--- src/rtl/addsub_accumulator.sv ---
// Accumulator that folds a stream of 4-bit operands into a running total.
// Each beat adds or subtracts its operand through one adder/subtractor.
// The batch result is held on a valid/ready output port until it is taken.

// 4-bit two's complement adder/subtractor.
// Subtraction is computed as a + ~b + 1 by inverting b and using mode as the carry-in.
module binary_adder_subtractor (
   input  logic [3:0] i_a,
   input  logic [3:0] i_b,
   input  logic       i_mode,
   output logic [3:0] o_sum,
   output logic       o_carry,
   output logic       o_overflow
);

   logic [3:0] w_bEff;
   logic [4:0] w_full;

   // Invert b for subtraction, then do one 5-bit add so the carry-out comes for free.
   // Signed overflow happens when both addends share a sign and the sum's sign differs.
   always_comb begin
      w_bEff     = i_b ^ {4{i_mode}};
      w_full     = {1'b0, i_a} + {1'b0, w_bEff} + {4'b0000, i_mode};
      o_sum      = w_full[3:0];
      o_carry    = w_full[4];
      o_overflow = (i_a[3] == w_bEff[3]) && (w_full[3] != i_a[3]);
   end

endmodule

module addsub_accumulator #(
   parameter int OP_CNT_W = 4
) (
   input  logic                clk,
   input  logic                reset,
   input  logic                start,
   input  logic [3:0]          init_value,
   input  logic                in_valid,
   output logic                in_ready,
   input  logic [3:0]          in_operand,
   input  logic                in_mode,
   input  logic                in_last,
   output logic                out_valid,
   input  logic                out_ready,
   output logic [3:0]          out_acc,
   output logic                out_carry,
   output logic                out_overflow,
   output logic [OP_CNT_W-1:0] out_count,
   output logic                busy
);

   typedef enum logic [1:0] {
      IDLE,
      ACCUM,
      DONE
   } state_t;

   state_t                r_state;
   state_t                w_nextState;
   logic [3:0]            r_acc;
   logic                  r_carry;
   logic                  r_overflow;
   logic [OP_CNT_W-1:0]   r_count;
   logic [3:0]            w_sum;
   logic                  w_carry;
   logic                  w_overflow;
   logic                  w_beatAccept;
   logic                  w_startAccept;

   // The accumulator is always the A operand; each beat supplies B and the mode.
   binary_adder_subtractor u_adder (
      .i_a        (r_acc),
      .i_b        (in_operand),
      .i_mode     (in_mode),
      .o_sum      (w_sum),
      .o_carry    (w_carry),
      .o_overflow (w_overflow)
   );

   // Handshake qualifiers: a start only counts in IDLE, a beat only in ACCUM.
   always_comb begin
      w_startAccept = (r_state == IDLE) && start;
      w_beatAccept  = (r_state == ACCUM) && in_valid;
   end

   // State register; reset abandons any batch in flight.
   always_ff @(posedge clk or posedge reset) begin
      if (reset) begin
         r_state <= IDLE;
      end else begin
         r_state <= w_nextState;
      end
   end

   // Next-state logic. A DONE result leaves only on out_ready, and a start seen
   // in that same cycle is dropped because start is only sampled from IDLE.
   always_comb begin
      w_nextState = r_state;
      case (r_state)
         IDLE: begin
            if (start) begin
               w_nextState = ACCUM;
            end
         end
         ACCUM: begin
            if (in_valid && in_last) begin
               w_nextState = DONE;
            end
         end
         DONE: begin
            if (out_ready) begin
               w_nextState = IDLE;
            end
         end
         default: begin
            w_nextState = IDLE;
         end
      endcase
   end

   // Result registers: seeded on an accepted start, updated on each accepted beat,
   // otherwise held so IDLE and DONE both show the last batch values.
   always_ff @(posedge clk or posedge reset) begin
      if (reset) begin
         r_acc      <= 4'h0;
         r_carry    <= 1'b0;
         r_overflow <= 1'b0;
         r_count    <= '0;
      end else if (w_startAccept) begin
         r_acc      <= init_value;
         r_carry    <= 1'b0;
         r_overflow <= 1'b0;
         r_count    <= '0;
      end else if (w_beatAccept) begin
         r_acc      <= w_sum;
         r_carry    <= w_carry;
         r_overflow <= r_overflow | w_overflow;
         if (r_count != {OP_CNT_W{1'b1}}) begin
            r_count <= r_count + OP_CNT_W'(1);
         end
      end
   end

   // Port decode: handshake strobes come straight from the state, data from the registers.
   always_comb begin
      in_ready     = (r_state == ACCUM);
      out_valid    = (r_state == DONE);
      busy         = (r_state != IDLE);
      out_acc      = r_acc;
      out_carry    = r_carry;
      out_overflow = r_overflow;
      out_count    = r_count;
   end

endmodule

--- config.mk ---
export PLATFORM = sky130hd
export DESIGN_NAME = addsub_accumulator
export DESIGN_NICKNAME = d
export VERILOG_FILES = /design/src/rtl/addsub_accumulator.sv
export SDC_FILE = /design/constraint.sdc
export NUM_CORES = 1
export LEC_CHECK = 0
export ABC_AREA = 1
export CAP_MARGIN = 40
export CORE_ASPECT_RATIO = 1.1
export CORE_MARGIN = 1.5
export CORE_UTILIZATION = 30
export DETAILED_ROUTE_END_ITERATION = 6
export GPL_TIMING_DRIVEN = 0
export PLACE_DENSITY_LB_ADDON = 0.05
export SLEW_MARGIN = 5
export SYNTH_ARGS = -nofsm -noshare
export SYNTH_HDL_FRONTEND = slang
export SYNTH_SLANG_ARGS = --single-unit
--- constraint.sdc ---
create_clock -name clk -period 1.7 [get_ports clk]
set_input_delay 0.17 -clock clk [delete_from_list [all_inputs] [get_ports clk]]
set_output_delay 0.17 -clock clk [all_outputs]
set_load 0.01 [all_outputs]
### Word-level counts from Yosys, hierarchy flattened

Index checks and enable logic that the tools add are counted.

* word-level logic and storage cells: 41
* input bits: 15
* output and inout bits: 13
* register bits after elaboration: 12

* bitwise logic cells: 2
* reduce and logical (&&, ||, !) cells: 10
* muxes and demuxes: 13
* eq/ne operators: 8
* $add $sub $neg: 3

Operators by type and width (number)
* 2-to-1 mux 4 bit: 5
* 2-to-1 mux 2 bit: 3
* one-hot mux 2 bit (3 select lines): 1
* nonzero test 2 bit: 3
* adder 4 x 4 -> 5 bit: 1
* adder 5 x 1 -> 5 bit: 1
* adder 4 x 1 -> 4 bit (second input constant): 1
* logical AND 1 bit: 4
* 2-to-1 mux 1 bit: 4
* != test 2 x 1 -> 1 bit (second input constant): 2
* != test 4 bit (second input constant): 1
* XOR 4 bit: 1
* AND reduction 3 bit: 1
* equality test 2 x 1 -> 1 bit (second input constant): 1
* equality test 2 bit (second input constant): 1
* zero test 2 bit: 1
* != test 2 bit (second input constant): 1
* AND reduction 2 bit: 1
* equality test 1 bit: 1
* != test 1 bit: 1
* OR 1 bit: 1

### Depth between registers and ports, before layout

Gate-level depths: netlist of the first run.

* depth in word-level cells: 8
* depth in mapped cells: 10
* mapped depth without buffers: 10

### Modules after synthesis

Synthesis of the first run repeated with hierarchy kept, for this count alone.

* cells, all modules: 109
* area total of the unflattened synthesis: 847.1 µm²

Modules (own cells, without submodules)
* addsub_accumulator: area an instance 644.4 µm², sequential area each 300.3 µm², cells an instance 83, times used 1
* binary_adder_subtractor: area an instance 202.7 µm², sequential area each 0.0 µm², cells an instance 26, times used 1

### Worst setup path after synthesis of the first run

OpenSTA, ideal clock, no wires.

* kind: reg-to-reg
* from: register r_acc[0] (netlist: out_acc[0])
* to: register r_acc[1] (netlist: out_acc[1])
* setup time: 0.129 ns
* buffers on the path: 0
* stages on the path, launching flop included: 8
* setup slack: 0.327 ns
* data arrival time: 1.244 ns
* data required time: 1.571 ns
* clock period less this slack: 1.373 ns
* cell sequence: dfrtp_1 > nand2_1 > nand2_1 > inv_1 > fa_1 > o21ai_0 > o21ai_0 > o21ai_0

* word-level cells in the longest chain between the ends: 4

Ends and longest elaborated chain
* from (decl): line 60 `logic [3:0] r_acc;`
* from (signal assigned): line 130 `r_acc <= init_value;`
* from (signal assigned): line 135 `r_acc <= w_sum;`
* adder 4 x 4 -> 5 bit: line 23 `w_full = {1'b0, i_a} + {1'b0, w_bEff} + {4'b0000, i_mode};`
* adder 5 x 1 -> 5 bit: line 23
* 2-to-1 mux 4 bit: line 134 `end else if (w_beatAccept) begin`
* 2-to-1 mux 4 bit: line 129 `end else if (w_startAccept) begin`

Every way passes these cells. The select of a mux whose other input is x is not followed.
A chain may end at the register's enable or synchronous reset.

### Worst setup path after layout of the first run

* from: register r_state[1]
* to: output port in_ready

* word-level cells in the longest chain between the ends: 1

Ends and longest elaborated chain
* from (decl): line 58 `state_t r_state;`
* from (signal assigned): line 91 `r_state <= w_nextState;`
* equality test 2 x 1 -> 1 bit: line 146 `in_ready = (r_state == ACCUM);`
* to (decl): line 39 `output logic in_ready,`

Every way passes these cells.

==> flow_summary_export.csv, run 1 <==
group,metric,value,unit
synthesis,synth_area,792.0,sq um
cells_and_area,utilization,45.41,%
synthesis,yosys-mux-area-fraction,0,%
sta,fin_crit,1618,ps
detailed_routing,wl_per_cell,10.87,um
cells_and_area,final_nets,150,
cts,clk_latency,260,ps
synthesis,yosysWarnings,0,
global_route,grt_max_degree,13,
power,p_leak,0.0005523,uW
placement,dpl_worst_slack,-240.2,ps
cts,clk_path_buf_depth,2,
cts,numCtsBuffers,3,
global_route,grt_first_pass_wirelength,3042,um
synthesis,syn_inst,97,
synthesis,synth_top_family_by_area,"simple AND/OR/NAND/NOR gates",
global_route,track_usage,13.70,%
detailed_routing,initialDrtViolationCount,6,
synthesis,yosys.area_share.simple,25.43,%
setup_path,cp_max_fo,5,
cells_and_area,fill_cells,261,
outcome,status,"completed",
sta,hold_violations,0,
cts,clk_pin_slew_worst_paths,70,ps
sta,finalSetupTns,0,ps
setup_path,start_kind,"register",
detailed_routing,drc,0,
detailed_routing,post_drt_via_cell_ratio,4.589,
floorplan,fp.dieW,51.99,um
cells_and_area,n_antenna_cell,0,
synthesis,synth_fa_ha_area_share,10.43,%
power,p_total,1645,uW
detailed_routing,drtAntennaViolNets,0,
power,power_density,1451,nW/um^2
sta,finalSetupViolCount,0,
setup_path,arrival,1450,ps
setup_path,reg2reg_depth,7,
synthesis,synth-seq-cells,12,
setup_path,crit_path_end_kind,"output pin",
synthesis,avgSynthCellArea,8.165,sq um
detailed_routing,wl,1718,um
placement,gp_congestion,0.7412,
cts,htreeDepth,1,
synthesis,ys_types,26,
power,ir_drop,0.7474,mV
floorplan,die_y,56.89,um
sta,fin_ws,82.04,ps
floorplan,start_util,31.73,%
global_route,overflow,0,
cts,root_buffer,"clkbuf_4",
global_route,grt_pass1_vias,726,
detailed_routing,dr.pass1.iters,4,
cts,cts_tree,"yes",
sta,fmax,618.1,MHz
synthesis,seq_area_frac_synth,37.91,%
setup_path,critPathKind,"register to output pin",
sta,timing.slew.headroom,69.02,%
sta,drv_slew,0,
detailed_routing,vias,725,
synthesis,synth-xor-area-share,5.529,%
global_route,antenna_found_initial,0,
sta,rsz0062_at_grt,"false",
run,max_cap_violations,0,
cts,cts.sink_count,12,
synthesis,synth_nets,118,
floorplan,rows,19,
hold_path,hp-class,"primary input to async pin",
floorplan,coreArea,2496,sq um
placement,portBuffers,27,
cells_and_area,layout.cells.non_filler,158,
floorplan,dieArea,2958,sq um
cells_and_area,area_growth,43.13,%
sta,skew,0.4196,ps
cts,hold_buffers,0,
floorplan,io_pins,28,
sta,period_share,95.17,%
sta,tightest_slew,464.1,ps
placement,dp_cells,155,
cells_and_area,drive_gt1_share,9.449,%
placement,dp_hpwl,1387,um
synthesis,synth_compound_gate_area_share,12.95,%
setup_path,required,1530,ps
## stage by stage
step	area, sq um	hold slack [ps]
2_1_floorplan	792.0	34.70
3_3_place_gp	1101	487.6
6_report	1134	216.7
4_1_cts	1124	228.6
3_5_place_dp	1101	493.7
5_1_grt	1134	246.2
## flip-flops by register name, indices dropped and copies added, names as in the netlist
signal / cells
out_acc: 4
out_count: 4
r_state: 2
out_carry: 1
out_overflow: 1
## placed cells by master (no fill, tap or decap), types with 2 or more instances in the layout
master           instances
ha_1                     5
nand2_1                 24
a21oi_1                  4
inv_2                    2
o21ai_0                  6
inv_1                   13
nand3_1                  6
clkdlybuf4s50_1         26
xor2_1                   4
nor2_1                   5
dfrtp_1                 12
clkbuf_4                 3
## synthesized netlist by cell type
master    number  area, sq um
dfrtp_1       12        300.3
fa_1           1        20.02
nand3_2        1        10.01
xnor2_1        1        8.760
nand2_4        1        11.26
a21oi_1        4        20.02
a211oi_1       1        7.510
a31oi_1        1        6.260
inv_2          2        7.510
nand3_1        6        30.03
nand3_4        1        17.52
xor2_1         4        35.03
nor2_1         5        18.77
o21ai_2        1        8.760
nor3b_2        1        12.51
nor3_1         1        5.000
ha_1           5        62.56
clkinv_2       1        5.000
nand2_1       24        90.09
o21ai_1        1        5.000
inv_1         13        48.80
o32ai_1        1        8.760
o21ai_0        6        30.03
nand4_1        1        6.260
o211ai_1       1        7.510
o311ai_0       1        8.760
## what timing repair did
action	4_1_cts	5_1_grt
setup endpoints to repair	0	2
gates resized for setup	0	2
setup buffers	0	0
## final timing paths
| check | slack [ps] | to | start |
|---|---|---|---|
| setup / recovery | 80 | in_ready | r_state[1] |
| max in group asynchronous | 1170 | out_count[0] | reset |
| setup reg to reg | 260 | out_acc[1] | out_acc[0] |
| hold reg to reg | 520 | out_carry | out_carry |
| hold / removal | 220 | r_state[1] | reset |
| min in group clk | 480 | r_state[1] | out_ready |
## layer usage
layer / share of wire [%] / track usage, % / vias up
met4: 1.2 / 7.895 / 0
li1: - / - / 379
met1: 46 / 17.11 / 329
met5: 0 / 0 / -
met2: 49 / 22.24 / 15
met3: 3.4 / 1.596 / 2
## layout make-up
class | count | area, sq um | area share (%)
Sequential cell | 12 | 300.3 | 26.49
Timing Repair Buffer | 27 | 272.8 | 24.06
Tap cell | 31 | 38.79 | 3.422
Inverter | 16 | 61.31 | 5.408
Multi-Input combinational cell | 69 | 437.9 | 38.63
Clock buffer | 3 | 22.52 | 1.987
## kinds of logic after synthesis
family	count (synthesis)
simple gates	41
compound gates	17
buf+inv	16
flops	12
fa+ha+maj	6
xor+xnor	5
## critical path: stages (launching register included)
cell	delay, ps
dfrtp_1	390
inv_2	110
nand2_1	80
inv_1	80
clkdlybuf4s50_1	530
## where the power goes
part           switching (uW)  total (uW)  internal [uW]
logic                     491         959            468
registers                 116         519            403
clock network            85.1         167           81.7
total                     692        1640            953
Power figures use the tool's default switching activity.
==> run 2, diff against run 1 <==
- CTS_CLUSTER_DIAMETER: not set -> 120
==> results of run 2 <==
The final DEF is identical to that of run 1; final timing and power are the same.
==> run 3, diff against run 2 <==
- SYNTH_HIERARCHICAL: not set -> 1
- clock period: 1.7 -> 1.99 ns (I/O delays scaled with it)
==> run 3 against run 2 <==
Clock power is 17% higher. Non-clock buffer count is 1 higher. First-iteration DRC count increased by 33%. Cell count is 9.5% higher. Flip-flop and latch count stayed put. Global-route usage is 0.34 points lower. Register-to-register slack improved by 180 ps.
==> flow_summary_export.csv, run 3 <==
group,metric,value,unit
cts,root_buffer,"clkbuf_4",
setup_path,r2r_slack,440,ps
power,p_clk_share,12.0,%
detailed_routing,drtAntennaViolNets,0,
cells_and_area,mostFrequentLayoutCells,"nand2_1, clkdlybuf4s50_1, inv_1, dfrtp_1, nor2_1",
global_route,track_usage,13.36,%
cts,cts.sink_count,12,
sta,finalSetupTns,0,ps
detailed_routing,wl,1820,um
setup_path,start_kind,"primary input",
power,seq_power_share,28.5,%
power,p_int,923.6,uW
synthesis,avgSynthCellArea,7.771,sq um
cts,hold_buffers,0,
synthesis,ys_types,23,
global_route,grt_pass1_vias,715,
setup_path,max_stage_delay,570,ps
floorplan,die_y,58.73,um
placement,gp_congestion,0.6649,
synthesis,yosysTopAreaCellShare,35.45,%
placement,dp_hpwl,1483,um
global_route,grt_max_degree,13,
detailed_routing,wl_per_cell,10.52,um
cts,post_cts_buffers,0,
setup_path,r2r-start,"out_acc[2]",
synthesis,synthTopCellsByCount,"nand2_1, dfrtp_1, inv_1",
setup_path,critPathKind,"primary input to register",
setup_path,r2r_end,"out_overflow",
run,max_cap_violations,0,
synthesis,synth-seq-cells,12,
sta,rsz0062_at_grt,"false",
sta,fmax,567.3,MHz
synthesis,synth_edf_count,0,
cells_and_area,final_nets,161,
detailed_routing,drc,0,
floorplan,dieArea,3152,sq um
power,p_total,1626,uW
setup_path,critical_path.top_delay_family,"buffers and inverters",
power,power_density,1361,nW/um^2
floorplan,coreArea,2728,sq um
setup_path,arrival,1960,ps
detailed_routing,post_drt_via_cell_ratio,4.555,
synthesis,yosysMostFrequentCell,"nand2_1",
cells_and_area,area_growth,41.06,%
power,p_sw,702.4,uW
power,p_leak,0.0005998,uW
synthesis,synthTopCellsByArea,"dfrtp_1, nand2_1, xor2_1, ha_1, inv_1",
sta,tightest_slew,467.8,ps
floorplan,rows,20,
cts,clk_pin_slew_worst_paths,80,ps
sta,period_share,88.58,%
setup_path,required,2190,ps
detailed_routing,dr.pass1.iters,4,
setup_path,slowest_stage,"clkdlybuf4s50_1",
power,swShare,43.20,%
synthesis,async_flop_share,100.0,%
synthesis,synth_nets,129,
synthesis,seq_area_frac_synth,35.45,%
setup_path,path_buf_inv,2,
cts,clk_latency,270,ps
power,ir_drop,0.5444,mV
floorplan,io_pins,28,
setup_path,crit_path_end_kind,"register",
setup_path,cp_max_fo,4,
placement,portBuffers,27,
setup_path,crit_top_cell,"nand2_1",
cells_and_area,drive_gt1_share,15.71,%
setup_path,crit_chain,"clkdlybuf4s50_1, xor2_1, ha_1, nand2_1, inv_2, nand2_2, nand2_4, nand2_1, nand2_1, nor2_2, nand3_1, a21oi_1",
power,combPwrFrac,59.5,%
hold_path,hp-class,"primary input to async pin",
outcome,status,"completed",
sta,hold_violations,0,
cts,cts_tree,"yes",
sta,skew,5.188,ps
synthesis,syn_inst,109,
synthesis,yosysTopAreaCell,"dfrtp_1",
global_route,overflow,0,
cts,numCtsBuffers,3,
detailed_routing,initialDrtViolationCount,8,
sta,drv_slew,0,
sta,finalSetupViolCount,0,
sta,fin_crit,1763,ps
cts,clk_path_buf_depth,2,
sta,timing.slew.headroom,68.78,%
cts,post_cts_resize_count,0,
floorplan,fp.dieW,53.67,um
cells_and_area,n_antenna_cell,0,
synthesis,synth_area,847.1,sq um
global_route,grt_first_pass_wirelength,3022,um
synthesis,synthFlopType,"dfrtp_1",
floorplan,start_util,31.06,%
global_route,antenna_found_initial,0,
cts,htreeDepth,1,
detailed_routing,vias,788,
cells_and_area,utilization,43.81,%
cells_and_area,final_common_cell,"nand2_1",
synthesis,yosysWarnings,6,
setup_path,reg2reg_depth,8,
## run 3: cell count changes in the layout (fill, tap and decap cells not counted), sizes merged, moves of 2 or more
cell	change
nand2	+14
nand3	-2
nor2	+7
o21ai	-4
xor2	+3
## run 3: power by group through the flow
stage	Combinational, uW	Sequential (uW)	Clock (uW)
after floorplan	591	483	0
after global placement	966	466	0
after detailed placement	989	467	0
after CTS	989	465	203
after global routing	1090	482	214
final	968	463	195
## run 3: worst max-delay path by stage
stage	start	slack, ps	end	cells past startpoint
3_3_place_gp	in_mode	-60	out_overflow	12
5_1_grt	in_mode	110	out_overflow	12
2_1_floorplan	out_acc[2]	530	out_acc[3]	8
6_report	in_mode	230	out_overflow	12
3_5_place_dp	in_mode	-80	out_overflow	12
4_1_cts	in_mode	210	out_overflow	12
## run 3: cells by family (layout without fill, tap and decap cells)
| group | Yosys count | after routing | share of synthesized area, % |
|---|---|---|---|
| xor gates and xnor gates | 7 | 7 | 8.125 |
| AOI/OAI and AO/OA | 9 | 9 | 6.205 |
| and+or+nand+nor | 59 | 59 | 33.53 |
| adders and majority gates | 5 | 5 | 8.272 |
| buffers and inverters | 17 | 48 | 8.419 |
| DFF | 12 | 12 | 35.45 |
## run 3: cell type report
type / count / area, sq um
fillers: 283 / 1533
flip-flops and latches: 12 / 300.3
multi-input cells: 80 / 475.5
well taps: 33 / 41.29
plain buffers: 1 / 11.26
repair buffers: 27 / 270.3
inverters: 16 / 60.06
clock buffers: 4 / 36.28
## run 3: metal layers
metal  wire length (um)  global-route usage (%)
met1                793                   15.29
met2                952                   22.82
met4                 27                   7.692
met5                  0                       0
met3                 47                   2.284
## run 3: per-stage QoR
stage	setup slack (ps)	hold slack [ps]	cell area, sq um	cells
2_1_floorplan	534.6	63.70	847.1	109
3_3_place_gp	-58.81	471.8	1159	169
3_5_place_dp	-84.42	478.8	1159	169
4_1_cts	205.5	251.5	1195	173
5_1_grt	108.5	265.4	1195	173
6_report	227.2	226.9	1195	173
